<file path="config.mk">
export PLATFORM = sky130hd
export DESIGN_NAME = klein_key_arbiter
export DESIGN_NICKNAME = d
export VERILOG_FILES = /design/src/rtl/klein_key_arbiter.sv
export SDC_FILE = /design/constraint.sdc
export NUM_CORES = 1
export LEC_CHECK = 0
export ABC_AREA = 1
export ABC_CLOCK_PERIOD_IN_PS = 1700
export CAP_MARGIN = 30
export CORE_UTILIZATION = 40
export CTS_BUF_LIST = sky130_fd_sc_hd__clkbuf_4 sky130_fd_sc_hd__clkbuf_8
export CTS_CLUSTER_SIZE = 30
export DETAILED_ROUTE_END_ITERATION = 8
export HOLD_SLACK_MARGIN = 0.15
export SLEW_MARGIN = 20
export SYNTH_ARGS = -nofsm -noshare
export SYNTH_HDL_FRONTEND = slang
export SYNTH_HIERARCHICAL = 1
export SYNTH_SLANG_ARGS = --single-unit
</file>
<file path="constraint.sdc">
create_clock -name iclk -period 1.7 [get_ports iclk]
set_input_delay 0.17 -clock iclk [delete_from_list [all_inputs] [get_ports iclk]]
set_output_delay 0.17 -clock iclk [all_outputs]
set_load 0.01 [all_outputs]
</file>
<file path="src/rtl/klein_key_arbiter.sv">
// klein_key_arbiter
//   Shares one KLEIN-64 key-schedule engine between NREQ requesters.
//   Requesters are served round-robin. The owner's 64-bit master key is
//   latched, the schedule is started, and the final (13th) round key is
//   captured and returned with a one-cycle done pulse. A watchdog ends a
//   service that never completes, returning okey=0 with oerr.
//
// Ports
//   iclk    in   1        clock, rising edge
//   ireset  in   1        synchronous active-high reset (also resets schedule)
//   ireq    in   NREQ     per-requester request level
//   ikey    in   64*NREQ  master keys, requester i at [64*i +: 64]
//   ogrant  out  NREQ     one-hot owner, START through DONE
//   odone   out  NREQ     one-cycle pulse to the owner when okey is valid
//   oerr    out  1        one-cycle pulse with odone on timeout
//   okey    out  64       last captured final round key
//   obusy   out  1        high whenever the FSM is not IDLE
//
// klein_keyschedule
//   Iterative KLEIN-64 key schedule, one round per cycle. istart loads
//   ikey; oready pulses 12 cycles after istart and the final round key is
//   on okey the following cycle.

module klein_keyschedule (
  input  logic        iclk,
  input  logic        ireset_n,
  input  logic        istart,
  input  logic [63:0] ikey,
  output logic        oready,
  output logic [63:0] okey
);

  logic [63:0] key_r;
  logic [3:0]  rnd_r;
  logic        active_r;

  function automatic logic [3:0] klein_sbox(input logic [3:0] x);
    logic [3:0] y;
    case (x)
      4'h0: y = 4'h7;  4'h1: y = 4'h4;  4'h2: y = 4'hA;  4'h3: y = 4'h9;
      4'h4: y = 4'h1;  4'h5: y = 4'hF;  4'h6: y = 4'hB;  4'h7: y = 4'h0;
      4'h8: y = 4'hC;  4'h9: y = 4'h3;  4'hA: y = 4'h2;  4'hB: y = 4'h6;
      4'hC: y = 4'h8;  4'hD: y = 4'hE;  4'hE: y = 4'hD;  4'hF: y = 4'h5;
      default: y = 4'h0;
    endcase
    return y;
  endfunction

  // One key-schedule round: byte-rotate both halves, Feistel-like mix,
  // add the round counter into byte 2 of the left half and pass bytes 1..2
  // of the right half through the S-box.
  function automatic logic [63:0] klein_round(input logic [63:0] k, input logic [7:0] rc);
    logic [31:0] a_rot;
    logic [31:0] b_rot;
    logic [31:0] a_n;
    logic [31:0] b_n;
    a_rot       = {k[55:32], k[63:56]};
    b_rot       = {k[23:0],  k[31:24]};
    a_n         = b_rot;
    b_n         = a_rot ^ b_rot;
    a_n[15:8]   = a_n[15:8] ^ rc;
    b_n[23:20]  = klein_sbox(b_n[23:20]);
    b_n[19:16]  = klein_sbox(b_n[19:16]);
    b_n[15:12]  = klein_sbox(b_n[15:12]);
    b_n[11:8]   = klein_sbox(b_n[11:8]);
    return {a_n, b_n};
  endfunction

  // Round iteration; rnd_r counts completed rounds, oready fires during the
  // cycle that applies round 12 so the final key follows one cycle later.
  always_ff @(posedge iclk) begin
    if (!ireset_n) begin
      key_r    <= 64'h0;
      rnd_r    <= 4'd0;
      active_r <= 1'b0;
      oready   <= 1'b0;
    end else begin
      oready <= 1'b0;
      if (istart) begin
        key_r    <= ikey;
        rnd_r    <= 4'd0;
        active_r <= 1'b1;
      end else if (active_r) begin
        key_r  <= klein_round(key_r, {4'd0, rnd_r + 4'd1});
        rnd_r  <= rnd_r + 4'd1;
        oready <= (rnd_r == 4'd10);
        if (rnd_r == 4'd11) begin
          active_r <= 1'b0;
        end
      end
    end
  end

  assign okey = key_r;

endmodule

module klein_key_arbiter #(
  parameter int NREQ     = 2,
  parameter int WAIT_MAX = 16
) (
  input  logic               iclk,
  input  logic               ireset,
  input  logic [NREQ-1:0]    ireq,
  input  logic [64*NREQ-1:0] ikey,
  output logic [NREQ-1:0]    ogrant,
  output logic [NREQ-1:0]    odone,
  output logic               oerr,
  output logic [63:0]        okey,
  output logic               obusy
);

  localparam int IW = $clog2(NREQ);
  localparam int CW = $clog2(WAIT_MAX + 1);

  typedef enum logic [2:0] {
    S_IDLE    = 3'd0,
    S_START   = 3'd1,
    S_WAIT    = 3'd2,
    S_CAPTURE = 3'd3,
    S_DONE    = 3'd4
  } state_t;

  state_t          state_r;
  state_t          state_s;
  logic [IW-1:0]   rr_r;
  logic [IW-1:0]   owner_r;
  logic [IW-1:0]   pick_s;
  logic [IW-1:0]   cand_s;
  logic            any_req_s;
  logic [63:0]     key_r;
  logic [CW-1:0]   wait_cnt_r;
  logic            wait_last_s;
  logic            ks_start_r;
  logic            ks_ready;
  logic [63:0]     ks_okey;
  logic            ks_reset_n_s;
  logic [NREQ-1:0] grant_d;
  logic [NREQ-1:0] done_d;
  logic            err_d;
  logic            busy_d;
  logic            start_d;

  assign ks_reset_n_s = ~ireset;

  klein_keyschedule u_ks (
    .iclk     (iclk),
    .ireset_n (ks_reset_n_s),
    .istart   (ks_start_r),
    .ikey     (key_r),
    .oready   (ks_ready),
    .okey     (ks_okey)
  );

  // Round-robin pick: scan from the farthest offset down so the requester
  // closest at/after rr_r is the last one written and wins.
  always_comb begin
    any_req_s = 1'b0;
    pick_s    = rr_r;
    cand_s    = rr_r;
    for (int k = NREQ - 1; k >= 0; k--) begin
      cand_s = IW'((int'(rr_r) + k) % NREQ);
      if (ireq[cand_s]) begin
        any_req_s = 1'b1;
        pick_s    = cand_s;
      end else begin
        pick_s    = pick_s;
      end
    end
  end

  // Counter value at which the current WAIT cycle is the WAIT_MAX-th one.
  assign wait_last_s = (wait_cnt_r == CW'(WAIT_MAX - 1));

  // State register.
  always_ff @(posedge iclk) begin
    if (ireset) begin
      state_r <= S_IDLE;
    end else begin
      state_r <= state_s;
    end
  end

  // Next-state logic; ks_ready takes priority over the watchdog.
  always_comb begin
    state_s = state_r;
    case (state_r)
      S_IDLE: begin
        if (any_req_s) state_s = S_START;
        else           state_s = S_IDLE;
      end
      S_START:   state_s = S_WAIT;
      S_WAIT: begin
        if (ks_ready)         state_s = S_CAPTURE;
        else if (wait_last_s) state_s = S_DONE;
        else                  state_s = S_WAIT;
      end
      S_CAPTURE: state_s = S_DONE;
      S_DONE:    state_s = S_IDLE;
      default:   state_s = S_IDLE;
    endcase
  end

  // Output decode from the next state, so the registered outputs line up
  // with the state they describe. Entering DONE straight from WAIT can only
  // mean the watchdog expired.
  always_comb begin
    grant_d = '0;
    done_d  = '0;
    err_d   = 1'b0;
    busy_d  = (state_s != S_IDLE);
    start_d = (state_s == S_START);
    if (state_s == S_START) begin
      grant_d[pick_s] = 1'b1;
    end else if (state_s != S_IDLE) begin
      grant_d[owner_r] = 1'b1;
    end else begin
      grant_d = '0;
    end
    if (state_s == S_DONE) begin
      done_d[owner_r] = 1'b1;
      err_d           = (state_r == S_WAIT);
    end else begin
      done_d = '0;
      err_d  = 1'b0;
    end
  end

  // Datapath and registered outputs.
  always_ff @(posedge iclk) begin
    if (ireset) begin
      rr_r       <= '0;
      owner_r    <= '0;
      key_r      <= 64'h0;
      wait_cnt_r <= '0;
      ks_start_r <= 1'b0;
      ogrant     <= '0;
      odone      <= '0;
      oerr       <= 1'b0;
      okey       <= 64'h0;
      obusy      <= 1'b0;
    end else begin
      ogrant     <= grant_d;
      odone      <= done_d;
      oerr       <= err_d;
      obusy      <= busy_d;
      ks_start_r <= start_d;
      case (state_r)
        S_IDLE: begin
          if (any_req_s) begin
            owner_r <= pick_s;
            key_r   <= ikey[64*int'(pick_s) +: 64];
          end
        end
        S_START: wait_cnt_r <= '0;
        S_WAIT: begin
          wait_cnt_r <= wait_cnt_r + CW'(1);
          // Timeout: clear okey so it reads zero alongside odone/oerr.
          if (!ks_ready && wait_last_s) begin
            okey <= 64'h0;
          end
        end
        S_CAPTURE: okey <= ks_okey;
        S_DONE: begin
          if (owner_r == IW'(NREQ - 1)) rr_r <= '0;
          else                          rr_r <= owner_r + IW'(1);
        end
        default: ;
      endcase
    end
  end

endmodule

</file>
==> results.sh, run 1 <==
export IMPL_die_height_um=162.6
export IMPL_yosysUniqueCellTypes=38
export IMPL_coreArea_mm2=0.02525
export IMPL_max_vdd_ir_drop_uv=579.5
export IMPL_antenna_found_initial=0
export IMPL_crit_top_cell="inv_2"
export IMPL_dpl_hpwl_mm=24.83
export IMPL_yosys_register_bits=215
export IMPL_dieWidth_um=162.6
export IMPL_first_global_vias=9560
export IMPL_wl_mm=33.38
export IMPL_mostFrequentLayoutCell="nand2_1"
export IMPL_synth_nets=1639
export IMPL_p_per_area_mw_per_mm2=981.1
export IMPL_grt_max_degree=74
export IMPL_fillCellCount=2493
export IMPL_cp_slowest_cell="dfxtp_2"
export IMPL_drt_wirelength_per_cell_um=16.17
export IMPL_required_ps=2170
export IMPL_path_max_fanout=6
export IMPL_slowest_delay_ps=350
export IMPL_yosys_warnings=6
export IMPL_grtUsageTotal_pct=24.96
export IMPL_overflow=0
export IMPL_via_per_inst=5.032
export IMPL_p_leak_nw=6.250
export IMPL_worstSkewPairLatency_ps=530
export IMPL_io_pins=202
export IMPL_maxCapViolations=0
export IMPL_cpLargestDelayFamily="simple AND/OR/NAND/NOR gates"
export IMPL_final_cell_count_no_fill=2064
export IMPL_clk_pin_slew_worst_paths_ps=60
export IMPL_place_congestion=0.9125
export IMPL_clockBufferDepth=3
export IMPL_fp_row_count=58
export IMPL_layout_common_cells="nand2_1, dfxtp_1, clkdlybuf4s50_1"
export IMPL_outcome="finished clean"
export IMPL_seq_area_frac_synth_pct=41.72
export IMPL_cp_arrival_ps=2150
export IMPL_hold_class="primary input to flop"
export IMPL_cts_buffers=37
export IMPL_synth_area_leaders="dfxtp_1, nand2_1, nand3_1, inv_1, o21a_1"
export IMPL_crit_path_end_kind="flop"
export IMPL_critPathKind="flop to flop"
export IMPL_die_area_mm2=0.02644
export IMPL_placed_cells=1999
export IMPL_report_final_hold_viol_count=0
export IMPL_yosysTopAreaCell="dfxtp_1"
export IMPL_syn_inst=1496
export IMPL_syn_to_final_growth_pct=34.89
export IMPL_maxSlewViolCount=0
export IMPL_via_count=10390
export IMPL_timing_fmax_ghz=0.5945
export IMPL_diodes=0
export IMPL_first_pass_iters=5
export IMPL_rsz0062_at_grt="yes"
export IMPL_syn_avg_cell_area_um2=6.897
export IMPL_netlist_area_mm2=0.01032
export IMPL_num_nets_final=1860
export IMPL_min_period_ps=1682
export IMPL_root_buffer="clkbuf_8"
export IMPL_grt_pass1_wl_mm=51.39
export IMPL_cp_start_kind="flop"
export IMPL_tightest_slew_ps=518.9
export IMPL_start_util_pct=40.85
export IMPL_drc=0
export IMPL_cts_htree_levels=2
export IMPL_crit_buf_inv=5
export IMPL_clock_sinks=215
export IMPL_cts_tree="built"
export IMPL_min_period_over_period_pct=98.94
export IMPL_synth_top_area_share_pct=41.72
export IMPL_portBuffers=201
export IMPL_dpl_worst_slack_ps=-40.07
export IMPL_max_slew_margin_pct=65.16
export IMPL_crit_chain="ha_4 > inv_2 > nor3_2 > ha_2 > inv_2 > nor2_4 > o21bai_4 > buf_6 > buf_12 > nor2_4 > inv_2 > nor2_2"
export IMPL_first_iter_violations=766
export IMPL_finClkSkew_ps=11.44
export IMPL_finalWorstSetupSlack_ps=18.00
export IMPL_finalSetupViolCount=0
export IMPL_postRouteAntennaNets=0
export IMPL_hold_ws_ps=294.3
export IMPL_drive_gt1_share_pct=9.977
-- where the power goes --
part           total, mW  switching, mW  leakage (nW)  internal [mW]
Sequential          5.89          0.436          1.76           5.45
Clock               4.75           2.03         0.386           2.72
Combinational       3.01           1.67          4.10           1.34
Total               13.7           4.13          6.25           9.52
-- flip-flops by register name (all words and copies together) (netlist names), 2 cells and up --
name	flops
key_r	64
odone	2
ogrant	2
okey	64
state_r	3
u_ks/okey	64
u_ks/rnd_r	4
wait_cnt_r	5
-- cells in the mapped netlist (all sizes together) --
master and instances:
ha 11, o221ai 1, inv 156, a21oi 93, or2 5, buf 47
o21a 64, o211ai 9, a31oi 19, nand3b 3, o221a 1, nor2 29
xor2 17, clkinv 2, clkbuf 41, nand4 2, o21ai 20, nand3 190
xnor2 8, nor3 3, o21bai 1, dfxtp 215, a311oi 2, a22oi 13
a211oi 1, nand2 543
-- worst register-to-register path: stages (launching register included) --
cell and delay [ps]:
dfxtp_2 350, ha_4 140, inv_2 30, nor3_2 100, ha_2 190, inv_2 40
nor2_4 120, o21bai_4 100, buf_6 150, buf_12 140, nor2_4 120, inv_2 50
nor2_2 80
-- repair_timing --
item / CTS / global route
endpoints found under the hold margin: 18 / 0
pin swaps: 0 / 3
gates resized for setup: 1 / 20
setup endpoints to repair: 1 / 56
buffers inserted: 0 / 4
hold buffers: 1 / 0
cloned: 0 / 4
-- logic make-up after synthesis --
| logic type | count (synthesis) | synth area share, % |
|---|---|---|
| XOR/XNOR | 25 | 2.268 |
| AO/OA/AOI/OAI | 224 | 13.55 |
| AND/OR/NAND/NOR | 775 | 31.25 |
| flip-flops | 215 | 41.72 |
| buffers and inverters | 246 | 9.884 |
| adder cells (fa/ha/maj) | 11 | 1.334 |
-- final cells by class --
cell class                 instances  area [um^2]  area share (%)
clock buffer                      54        693.2           4.981
sequential                       215         4315           31.01
multi-input combinational       1035         5049           36.28
inverter                         158        598.1           4.297
timing repair buffer             270         2814           20.22
tap                              330        412.9           2.967
clock inverter                     2        35.03          0.2517
-- layer usage --
layer / up-vias / track usage, % / part of all wire, %
met1: 4685 / 35.55 / 46
met5: - / 0 / 0
met3: 58 / 4.100 / 7.8
li1: 5232 / - / -
met4: 0 / 8.709 / 3.0
met2: 412 / 37.92 / 43
-- path summary, 6_finish.rpt --
| path | start | to | slack [ps] | cells past startpoint |
|---|---|---|---|---|
| worst max-delay path | wait_cnt_r[0] | odone[1] | 20 | 12 |
| worst min-delay path | ikey[8] | key_r[8] | 290 | 5 |
| worst max register to register | wait_cnt_r[0] | odone[1] | 20 | 12 |
| worst min register to register | okey[43] | okey[43] | 460 | 2 |
-- through the flow --
step	total power, mW	instance area (um^2)	utilization, %	setup TNS (ps)
after detailed placement	8.928	12980	51.40	-864.4
after CTS	13.68	13720	54.34	0
final	13.65	13920	55.11	0
after global placement	8.913	12980	51.40	-16.48
after global routing	14.34	13920	55.11	-914.0
after floorplan	7.648	10320	-	0
No activity file was read; power rests on OpenSTA's default activity.
==> run 2, diff against run 1 <==
--- a/config.mk
+++ b/config.mk
@@ -6,13 +6,14 @@
 export NUM_CORES = 1
 export LEC_CHECK = 0
 export ABC_AREA = 1
-export ABC_CLOCK_PERIOD_IN_PS = 1700
+export ABC_CLOCK_PERIOD_IN_PS = 1500
 export CAP_MARGIN = 30
 export CORE_UTILIZATION = 40
 export CTS_BUF_LIST = sky130_fd_sc_hd__clkbuf_4 sky130_fd_sc_hd__clkbuf_8
 export CTS_CLUSTER_SIZE = 30
 export DETAILED_ROUTE_END_ITERATION = 8
 export HOLD_SLACK_MARGIN = 0.15
+export PLACE_DENSITY = 0.67
 export SLEW_MARGIN = 20
 export SYNTH_ARGS = -nofsm -noshare
 export SYNTH_HDL_FRONTEND = slang
==> constraint.sdc (replaced) <==
create_clock -name iclk -period 1.5 [get_ports iclk]
set_input_delay 0.15 -clock iclk [delete_from_list [all_inputs] [get_ports iclk]]
set_output_delay 0.15 -clock iclk [all_outputs]
set_load 0.01 [all_outputs]
==> run 2 against run 1 <==
Largest cell class unchanged; cell count up 0.87%; sequential cell count unchanged; cell area up 0.88%; the flow now finishes with violations (setup timing); clock power up 18%; highest routed layer unchanged; non-clock buffer count up 9; die area unchanged; register-to-register slack worse by 190 ps; hold slack worse by 21 ps; utilization up 0.49 points; routed wire length down 1.7%.
==> results.sh, run 2 (same netlist as run 1, synthesis figures left out) <==
export IMPL_outcome="finished with violations"
export IMPL_failed_checks="setup timing"
export IMPL_top_regs="key_r: 64 flops, okey: 64 flops, u_ks/okey: 64 flops"
export IMPL_p_per_area_mw_per_mm2=1125
export IMPL_max_slew_margin_pct=76.21
export IMPL_antenna_found_initial=0
export IMPL_cp_arrival_ps=2120
export IMPL_grtUsageTotal_pct=24.61
export IMPL_finalSetupViolCount=71
export IMPL_dpl_cell_area_mm2=0.01308
export IMPL_startpoint="wait_cnt_r[1]"
export IMPL_drt_wirelength_per_cell_um=15.76
export IMPL_syn_to_final_growth_pct=36.08
export IMPL_fin_tns_setup_ps=-9050
export IMPL_io_pins=202
export IMPL_crit_top_cell="inv_2"
export IMPL_maxCapViolations=0
export IMPL_crit_chain="ha_4 > inv_2 > nor3_2 > ha_2 > inv_2 > nor2_4 > o21bai_4 > clkbuf_16 > nand2_1 > a21oi_1"
export IMPL_mostFrequentLayoutCell="nand2_1"
export IMPL_postRouteAntennaNets=0
export IMPL_use_met3_pct=4.304
export IMPL_required_ps=1950
export IMPL_dpl_worst_slack_ps=-226.4
export IMPL_fin_area_mm2=0.01404
export IMPL_rr_startpoint="wait_cnt_r[1]"
export IMPL_min_delay_start="ikey[17]"
export IMPL_fp_row_count=58
export IMPL_tightest_slew_ps=354.3
export IMPL_gr_usage_met1_pct=34.57
export IMPL_p_leak_nw=6.643
export IMPL_via_per_inst=4.976
export IMPL_path_max_fanout=28
export IMPL_grt_max_degree=74
export IMPL_diodes=0
export IMPL_first_global_vias=9623
export IMPL_crit_path_end_kind="flop"
export IMPL_use_met2_pct=38.05
export IMPL_rsz0062_at_grt="yes"
export IMPL_hold_ws_ps=273.3
export IMPL_finClkSkew_ps=22.75
export IMPL_num_nets_final=1869
export IMPL_maxSlewViolCount=0
export IMPL_cp_num_cells=10
export IMPL_rr_worst_depth=10
export IMPL_portBuffers=201
export IMPL_top_usage_layer="met2"
export IMPL_cts_htree_levels=2
export IMPL_slowest_delay_ps=330
export IMPL_overflow=0
export IMPL_cpLargestDelayFamily="compound AO/OA/AOI/OAI gates"
export IMPL_dieWidth_um=162.6
export IMPL_drive_gt1_share_pct=13.30
export IMPL_min_period_over_period_pct=111.5
export IMPL_drc=0
export IMPL_layout_common_cells="nand2_1, dfxtp_1, nand3_1"
export IMPL_hold_depth=5
export IMPL_worstSkewPairLatency_ps=530
export IMPL_cp_slowest_cell="dfxtp_2"
export IMPL_place_congestion=0.9181
export IMPL_cts_tree="built"
export IMPL_wl_mm=32.81
export IMPL_cp_start_kind="flop"
export IMPL_clockBufferDepth=3
export IMPL_critPathKind="flop to flop"
export IMPL_cts_buffers=37
export IMPL_clock_sinks=215
export IMPL_via_count=10360
export IMPL_die_height_um=162.6
export IMPL_grt_pass1_wl_mm=51.03
export IMPL_first_pass_iters=5
export IMPL_hold_class="primary input to flop"
export IMPL_timing_fmax_ghz=0.5977
export IMPL_coreArea_mm2=0.02525
export IMPL_first_iter_violations=811
export IMPL_root_buffer="clkbuf_8"
export IMPL_die_area_mm2=0.02644
export IMPL_min_period_ps=1673
export IMPL_crit_buf_inv=3
export IMPL_report_final_hold_viol_count=0
export IMPL_max_vdd_ir_drop_uv=540.0
export IMPL_start_util_pct=40.85
export IMPL_dpl_hpwl_mm=24.27
export IMPL_fillCellCount=2455
export IMPL_clk_pin_slew_worst_paths_ps=60
export IMPL_finalWorstSetupSlack_ps=-173.2
==> run 2: cell count changes in the layout (fill, tap and decap cells not counted), sizes merged <==
cell	delta
dlygate4sd2	+70
clkbuf	+4
clkdlybuf4s50	-70
clkinvlp	+1
buf	+11
clkinv	+2
==> run 2: metrics by stage <==
| step | utilization, % | instances | total power [mW] |
|---|---|---|---|
| 2_1_floorplan | - | 1496 | 8.675 |
| 3_3_place_gp | 51.79 | 2012 | 10.06 |
| 3_5_place_dp | 51.79 | 2012 | 10.11 |
| 4_1_cts | 54.83 | 2079 | 15.71 |
| 5_1_grt | 55.59 | 2082 | 16.56 |
| 6_report | 55.59 | 2082 | 15.80 |
==> run 2: report_power, final <==
group	total (mW)	internal [mW]	switching, mW
Clock	5.60	3.28	2.32
Sequential	6.67	6.19	0.483
Combinational	3.53	1.56	1.96
==> run 2: final timing paths <==
path                                  end  slack [ps]
worst min-delay path            key_r[17]         270
worst max register to register    okey[0]        -170
worst max-delay path              okey[0]        -170
worst min register to register   okey[33]         460
==> run 2: layout make-up <==
| class | count | area (um^2) | area share, % |
|---|---|---|---|
| Multi-Input combinational cell | 1035 | 5179 | 36.89 |
| Sequential cell | 215 | 4334 | 30.87 |
| Timing Repair Buffer | 279 | 2725 | 19.41 |
| Clock buffer | 60 | 738.2 | 5.258 |
| Inverter | 158 | 598.1 | 4.260 |
| Tap cell | 330 | 412.9 | 2.941 |
| Clock inverter | 5 | 52.55 | 0.3743 |
==> run 2: metal layers <==
metal	vias up	share of wire, %
li1	5250	-
met1	4702	46
met2	360	44
met3	47	7.6
met4	0	2.2
met5	-	0
==> run 2: repair_timing <==
item / in CTS / in global routing
cloned: 0 / 2
hold endpoints to repair: 2 / 0
hold buffers: 1 / 0
setup endpoints to repair: 144 / 93
pin swaps: 1 / 10
gates resized for setup: 86 / 50
setup buffers: 1 / 2
==> run 2: worst register-to-register path, cell delays in order (launching register included) <==
cell	delay, ps
dfxtp_2	330
ha_4	160
inv_2	50
nor3_2	30
ha_2	180
inv_2	60
nor2_4	40
o21bai_4	260
clkbuf_16	280
nand2_1	80
a21oi_1	130
==> run 3, diff against run 2 <==
--- a/config.mk
+++ b/config.mk
@@ -8,13 +8,12 @@
 export ABC_AREA = 1
 export ABC_CLOCK_PERIOD_IN_PS = 1500
 export CAP_MARGIN = 30
-export CORE_UTILIZATION = 40
+export CORE_UTILIZATION = 49
 export CTS_BUF_LIST = sky130_fd_sc_hd__clkbuf_4 sky130_fd_sc_hd__clkbuf_8
 export CTS_CLUSTER_SIZE = 30
 export DETAILED_ROUTE_END_ITERATION = 8
 export HOLD_SLACK_MARGIN = 0.15
-export PLACE_DENSITY = 0.67
-export SLEW_MARGIN = 20
+export PLACE_DENSITY_LB_ADDON = 0.05
 export SYNTH_ARGS = -nofsm -noshare
 export SYNTH_HDL_FRONTEND = slang
 export SYNTH_HIERARCHICAL = 1
==> run 3 against run 2 <==
The flow still finishes with violations (setup timing); non-clock buffer count rose by 22; routed wire length fell by 2.3%; clock skew barely moved; largest power group unchanged; sequential power barely moved.
==> results.sh, run 3 (same netlist as run 1, synthesis figures left out) <==
export IMPL_root_buffer="clkbuf_8"
export IMPL_rr_worst_depth=11
export IMPL_fillCellCount=1796
export IMPL_required_ps=1890
export IMPL_io_pins=202
export IMPL_critPathKind="flop to flop"
export IMPL_clockBufferDepth=3
export IMPL_max_slew_margin_pct=71.92
export IMPL_place_congestion=0.9616
export IMPL_failed_checks="setup timing"
export IMPL_worstSkewPairLatency_ps=530
export IMPL_postRouteAntennaNets=0
export IMPL_top_regs="key_r: 64 flops, okey: 64 flops, u_ks/okey: 64 flops"
export IMPL_switching_share_pct=30.37
export IMPL_cp_start_kind="flop"
export IMPL_layout_common_cells="nand2_1, dfxtp_1, nand3_1"
export IMPL_hold_class="primary input to flop"
export IMPL_coreArea_mm2=0.02043
export IMPL_outcome="finished with violations"
export IMPL_clock_sinks=215
export IMPL_portBuffers=201
export IMPL_finalSetupViolCount=51
export IMPL_drc=0
export IMPL_fp_row_count=52
export IMPL_maxCapViolations=0
export IMPL_antenna_found_initial=0
export IMPL_combinationalPowerShare_pct=22.9
export IMPL_min_period_ps=1632
export IMPL_dpl_cell_area_mm2=0.01318
export IMPL_grt_pass1_wl_mm=49.23
export IMPL_drive_gt1_share_pct=14.95
export IMPL_first_iter_violations=808
export IMPL_finClkSkew_ps=22.37
export IMPL_max_vdd_ir_drop_uv=465.3
export IMPL_fin_area_mm2=0.01424
export IMPL_p_total_mw=15.70
export IMPL_reg2reg_to="okey[55]"
export IMPL_intPower_mw=10.93
export IMPL_clkPwrFrac_pct=34.6
export IMPL_cts_htree_levels=2
export IMPL_power_switching_mw=4.769
export IMPL_via_count=10520
export IMPL_report_final_hold_viol_count=0
export IMPL_min_period_over_period_pct=108.8
export IMPL_hold_path_end="key_r[58]"
export IMPL_timing_fmax_ghz=0.6129
export IMPL_dieWidth_um=147.1
export IMPL_reg2reg_slack_ps=-130
export IMPL_path_max_fanout=8
export IMPL_num_nets_final=1890
export IMPL_via_per_inst=5.150
export IMPL_grtUsageTotal_pct=28.84
export IMPL_clk_pin_slew_worst_paths_ps=60
export IMPL_first_global_vias=9578
export IMPL_syn_to_final_growth_pct=38.07
export IMPL_tightest_slew_ps=418.2
export IMPL_first_pass_iters=5
export IMPL_diodes=0
export IMPL_grt_max_degree=77
export IMPL_cts_buffers=36
export IMPL_p_leak_nw=6.802
export IMPL_crit_path_end_kind="flop"
export IMPL_cp_arrival_ps=2020
export IMPL_die_height_um=147.1
export IMPL_finalWorstSetupSlack_ps=-131.5
export IMPL_hold_depth=5
export IMPL_overflow=0
export IMPL_mostFrequentLayoutCell="nand2_1"
export IMPL_wl_mm=32.07
export IMPL_dpl_hpwl_mm=23.48
export IMPL_seqPwrFrac_pct=42.5
export IMPL_rsz0062_at_grt="yes"
export IMPL_maxSlewViolCount=0
export IMPL_rr_startpoint="wait_cnt_r[1]"
export IMPL_die_area_mm2=0.02164
export IMPL_p_per_area_mw_per_mm2=1102
export IMPL_cts_tree="built"
export IMPL_start_util_pct=50.50
export IMPL_min_delay_start="ikey[58]"
export IMPL_drt_wirelength_per_cell_um=15.70
[run 3: worst max-delay path, cell delays in order, from the launching register on]
cell,delay (ps)
dfxtp_2,350
ha_4,150
inv_4,40
nor3_4,90
ha_2,190
inv_2,40
nor2_4,100
o21bai_4,90
buf_12,160
clkbuf_16,170
nand2_2,50
a21oi_1,50
[run 3: repair_timing]
item	4_1_cts	5_1_grt
hold buffers	1	0
endpoints found under the setup margin	143	112
pin swaps	2	15
gates resized for setup	75	81
gates cloned	0	5
endpoints found under the hold margin	69	0
setup buffers	0	3
[run 3: cell type report]
class                   instances  area (um^2)  area share (%)
flip-flops and latches        215         4343           30.49
repair buffers                301         2965           20.82
inverters                     158        596.8           4.190
multi-input cells            1035         5240           36.79
clock buffers                  60        738.2           5.182
clock inverters                 4        23.77          0.1669
well taps                     270        337.8           2.372
[run 3: routing by layer]
metal | part of all wire [%] | GRT usage [%] | vias up
li1 | - | - | 5294
met5 | 0 | 0 | -
met4 | 2.2 | 9.639 | 0
met2 | 45 | 45.35 | 443
met1 | 45 | 40.22 | 4738
met3 | 7.5 | 4.534 | 47
[run 3: how the worst max path moves through the flow]
stage / cells after the start / startpoint / slack, ps / to
finish: 11 / wait_cnt_r[1] / -130 / okey[55]
global route: 11 / wait_cnt_r[1] / -230 / okey[4]
CTS: 10 / wait_cnt_r[1] / -150 / okey[39]
detailed placement: 10 / ireq[1] / -170 / key_r[53]
global placement: 10 / ireq[1] / -120 / key_r[36]
floorplan: 11 / wait_cnt_r[1] / -20 / okey[25]
[run 3: power groups by stage]
stage / Combinational (mW) / Clock [mW] / Sequential, mW
final: 3.60 / 5.43 / 6.67
after global routing: 3.97 / 5.76 / 6.72
after CTS: 3.46 / 5.49 / 6.65
after detailed placement: 3.44 / 0 / 6.77
after global placement: 3.41 / 0 / 6.76
after floorplan: 2.11 / 0 / 6.56
[run 3: per-stage QoR]
step | setup slack [ps] | hold slack (ps) | util (%) | TNS, ps | cells
2_1_floorplan | -20.41 | 340.1 | - | -816.1 | 1496
3_3_place_gp | -122.1 | 447.4 | 64.50 | -11890 | 1970
3_5_place_dp | -170.8 | 454.0 | 64.50 | -14610 | 1970
4_1_cts | -145.7 | 247.4 | 67.90 | -6550 | 2035
5_1_grt | -225.7 | 276.3 | 69.73 | -10150 | 2043
6_report | -131.5 | 270.3 | 69.73 | -4824 | 2043
==> patch 1, RTL diff (settings of run 3) <==
Add an input register stage for `ikey`; this delays it by one clock. The other inputs are not delayed to match. Comments in the files are not updated.
--- a/src/rtl/klein_key_arbiter.sv
+++ b/src/rtl/klein_key_arbiter.sv
@@ -121,6 +121,12 @@
     S_DONE    = 3'd4
   } state_t;
 
+  logic [64*NREQ-1:0] ikey_q;
+
+  always_ff @(posedge iclk) begin
+    ikey_q <= ikey;
+  end
+
   state_t          state_r;
   state_t          state_s;
   logic [IW-1:0]   rr_r;
@@ -249,7 +255,7 @@
         S_IDLE: begin
           if (any_req_s) begin
             owner_r <= pick_s;
-            key_r   <= ikey[64*int'(pick_s) +: 64];
+            key_r   <= ikey_q[64*int'(pick_s) +: 64];
           end
         end
         S_START: wait_cnt_r <= '0;
Function: same outputs for any inputs over 4 cycles, from zero or initial values and one cycle with ireset high; that may be too few to reach the edited logic, so the function may still have changed.
==> patch 1 against run 3 <==
- the run still ends with setup timing left
- routed wire length up 18%
- worst setup slack better by 0.021 ns
- design area up 28%
- sequential cell count up 128
- sequential power up 54%
- power up 43%
- core utilization up 2.4 points
- synthesized cell count up 7.0%
- area after synthesis up 24%
- maximum frequency up 1.3%
- critical endpoint is now okey[36]
==> patch 1: results <==
export IMPL_fin_ws_ns=-0.111
export IMPL_antenna_found_initial=0
export IMPL_vdd_ir_drop_max_mv=0.840
export IMPL_hp_class="input port to register"
export IMPL_grt_pass1_vias=11100
export IMPL_grt_pass1_wl_um=57800
export IMPL_fillers=2076
export IMPL_numCtsBuffers=52
export IMPL_dr_pass1_iters=5
export IMPL_critPathMaxFanout=42
export IMPL_use_met3_pct=3.86
export IMPL_largest_reg_flops=128
export IMPL_relSlewSlack_pct=67.7
export IMPL_internal_power_w=0.0163
export IMPL_max_stage_delay_ns=0.33
export IMPL_synthArstFlopShare_pct=0
export IMPL_max_flop_register="ikey_q"
export IMPL_num_antenna_cells=0
export IMPL_grt_max_degree=75
export IMPL_slowest_stage="dfxtp_2"
export IMPL_leakage_nw=8.46
export IMPL_synthTopCellsByCount="nand2_1 (592), dfxtp_1 (343), inv_1 (134)"
export IMPL_gp_congestion=0.926
export IMPL_failed_checks="setup timing"
export IMPL_portBuffers=201
export IMPL_skew_ns=0.0207
export IMPL_yosysSeqAreaShare_pct=53.8
export IMPL_finalSetupTns_ns=-4.77
export IMPL_synth_nets=1744
export IMPL_ys_warnings_count=6
export IMPL_use_met2_pct=47.5
export IMPL_hold_viol_final=0
export IMPL_synth_area_leaders="dfxtp_1 (54%), nand2_1 (17%), nand3_1 (5.1%)"
export IMPL_vias=11700
export IMPL_post_drt_via_cell_ratio=4.98
export IMPL_routed_wl_um=37700
export IMPL_drive_above_1_share_pct=13.2
export IMPL_nets=2124
export IMPL_drt_iter0_markers=847
export IMPL_pre_cts_ws_ns=-0.149
export IMPL_path_clk_slew_ns=0.06
export IMPL_ctsHtreeMaxLevel=2
export IMPL_postSynthCellCount=1600
export IMPL_dp_hpwl_um=24000
export IMPL_met1_usage_pct=36.4
export IMPL_setup_viol=69
export IMPL_synth_cell_types=40
export IMPL_status="finished, violations left"
export IMPL_track_usage_pct=27.9
export IMPL_cts_buffer_depth=3
export IMPL_root_buffer="clkbuf_8"
export IMPL_cp_arrival_ns=2.11
export IMPL_holdWs_ns=0.434
export IMPL_clkLatencyLatePin_ns=0.58
## patch 1: path summary, 6_finish.rpt
| check | from | endpoint | cells past startpoint |
|---|---|---|---|
| max | wait_cnt_r[1] | okey[36] | 10 |
| min | ireq[0] | ks_start_r | 6 |
| max reg2reg | wait_cnt_r[1] | okey[36] | 10 |
| min reg2reg | okey[7] | okey[7] | 2 |
## patch 1: layout make-up
cell class	instances	area share (%)
repair buffers	407	22.3
clock inverters	6	0.233
well taps	330	2.26
clock buffers	91	6.24
inverters	148	3.06
multi-input cells	1028	28.1
flip-flops and latches	343	37.8
## patch 1: through the flow
step / utilization, % / cell area [um2]
3_5_place_dp: 61.4 / 15500
4_1_cts: 71.0 / 18000
5_1_grt: 72.1 / 18300
6_report: 72.1 / 18300
2_1_floorplan: - / 12800
3_3_place_gp: 61.4 / 15500
## patch 1: worst max-delay path: cells and delay by family, from the launching register on
family                     cells  cell delay, ns
DFF                            1            0.33
and+or+nand+nor                3            0.18
adders and majority gates      2            0.33
buffers and inverters          3            0.35
AOI/OAI and AO/OA              2            0.34
## patch 1: cells by family after synthesis
kind of cell	share of synthesized area [%]
adders and majority gates	1.18
DFF	53.8
and+or+nand+nor	24.4
buffers and inverters	7.65
xor gates and xnor gates	2.24
AOI/OAI and AO/OA	10.7
## patch 1: power by group through the flow
stage	Combinational, W	Clock [W]	Sequential (W)
finish	0.00378	0.00834	0.0103
global route	0.00416	0.00888	0.0104
CTS	0.00354	0.00842	0.0103
detailed placement	0.00327	0	0.0105
global placement	0.00323	0	0.0105
floorplan	0.00208	0	0.0103
## patch 1: repair_timing
action | CTS | global route
hold endpoints to repair | 211 | 0
pin swaps | 4 | 12
cloned | 0 | 3
hold buffers | 129 | 0
setup buffers | 3 | 2
resized for setup | 83 | 58
setup endpoints to repair | 149 | 119
## patch 1: routing by layer
metal	up-vias	routed length, um
li1	5847	-
met1	5412	16700
met2	394	18100
met3	67	2180
met4	0	848
met5	-	0
==> patch 2, RTL diff (settings of run 3) <==
Without the edit above. Change the parameter `WAIT_MAX` from 16 to 32.
--- a/src/rtl/klein_key_arbiter.sv
+++ b/src/rtl/klein_key_arbiter.sv
@@ -97,7 +97,7 @@
 
 module klein_key_arbiter #(
   parameter int NREQ     = 2,
-  parameter int WAIT_MAX = 16
+  parameter int WAIT_MAX = 32
 ) (
   input  logic               iclk,
   input  logic               ireset,
Behaviour: same outputs for any inputs over 10 cycles, from zero or initial values and one cycle with ireset high; that may be too few to reach the edited logic, so the function may still have changed.
==> patch 2 against run 3 <==
- count of clock-buffer cells in the layout shrank 2
- area after synthesis grew 0.40%
- sequential cell count grew 1
- routed wire length grew 6.2%
- critical endpoint is now okey[28]
- worst setup slack gained 0.14 ns
- clock skew shrank 0.011 ns
- power grew 2.2%
- design area shrank 0.62%
==> patch 2: results <==
export IMPL_fillers=1800
export IMPL_vias=10700
export IMPL_hp_class="input port to register"
export IMPL_numCtsBuffers=38
export IMPL_clkLatencyLatePin_ns=0.53
export IMPL_worstHoldStart="ikey[58]"
export IMPL_critical_path_startpoint="wait_cnt_r[0]"
export IMPL_portBuffers=201
export IMPL_cp_arrival_ns=1.89
export IMPL_crit_family="simple AND/OR/NAND/NOR gates"
export IMPL_wl_per_cell_um=16.7
export IMPL_holdWs_ns=0.259
export IMPL_grt_pass1_vias=9679
export IMPL_route_met2_wl_um=14900
export IMPL_gp_congestion=0.940
export IMPL_antenna_found_initial=0
export IMPL_dp_hpwl_um=24300
export IMPL_drive_above_1_share_pct=12.4
export IMPL_num_antenna_cells=0
export IMPL_synthFlopType="dfxtp_1"
export IMPL_report_power_total_w=0.0161
export IMPL_relSlewSlack_pct=72.0
export IMPL_dr_wl_met3_um=2670
export IMPL_place_inst=1971
export IMPL_synth_nets=1648
export IMPL_pre_cts_ws_ns=-0.156
export IMPL_synthTopCellsByCount="nand2_1 (544), dfxtp_1 (216), a21oi_1 (158)"
export IMPL_track_usage_pct=30.1
export IMPL_root_buffer="clkbuf_8"
export IMPL_nets=1895
export IMPL_ctsHtreeMaxLevel=2
export IMPL_yosysSeqAreaShare_pct=41.7
export IMPL_reg2reg_setup_slack_ns=0.008
export IMPL_wl_met1_um=15500
export IMPL_pwr_share_comb_pct=23.8
export IMPL_status="finished clean"
export IMPL_placed_area_mm2=0.0132
export IMPL_use_met3_pct=4.69
export IMPL_instances_no_fill=2044
export IMPL_grt_max_degree=82
export IMPL_start_util_pct=50.5
export IMPL_power_switching_share_pct=31.0
export IMPL_rr_endpoint="okey[28]"
export IMPL_critPathMaxFanout=7
export IMPL_postSynthCellCount=1506
export IMPL_grt_pass1_wl_um=51200
export IMPL_fin_ws_ns=0.00789
export IMPL_power_sequential_w=0.00669
export IMPL_use_met2_pct=45.4
export IMPL_finalSetupTns_ns=0
export IMPL_met1_usage_pct=43.4
export IMPL_drt_iter0_markers=898
export IMPL_vdd_ir_drop_max_mv=0.561
export IMPL_leakage_nw=6.46
export IMPL_synth_cell_types=37
export IMPL_path_clk_slew_ns=0.06
export IMPL_skew_ns=0.0113
export IMPL_ff2ff_path_depth=9
export IMPL_ys_warnings_count=6
export IMPL_synth_area_leaders="dfxtp_1 (42%), nand2_1 (20%), a21oi_1 (7.6%)"
## patch 2: final cells by class
type,instances,area (um2),area share (%)
multi-input cells,1048,5160,36.5
clock inverters,3,42.5,0.301
flip-flops and latches,216,4350,30.7
repair buffers,295,2970,21.0
well taps,270,338,2.39
inverters,154,578,4.08
clock buffers,58,717,5.06
## patch 2: cell families after synthesis
kind of cell,after synthesis,share of synthesized area (%)
AND/OR/NAND/NOR,783,32.8
buffers and inverters,243,9.87
AO/OA/AOI/OAI,229,12.1
flip-flops,216,41.7
XOR/XNOR,25,2.26
adder cells (fa/ha/maj),10,1.21
## patch 2: repair_timing
| action | 4_1_cts | 5_1_grt |
|---|---|---|
| setup endpoints to repair | 76 | 92 |
| pin swaps | 1 | 7 |
| hold buffers | 1 | 0 |
| gates cloned | 0 | 7 |
| hold endpoints to repair | 55 | 0 |
| resized for setup | 76 | 50 |
| setup buffers | 0 | 4 |
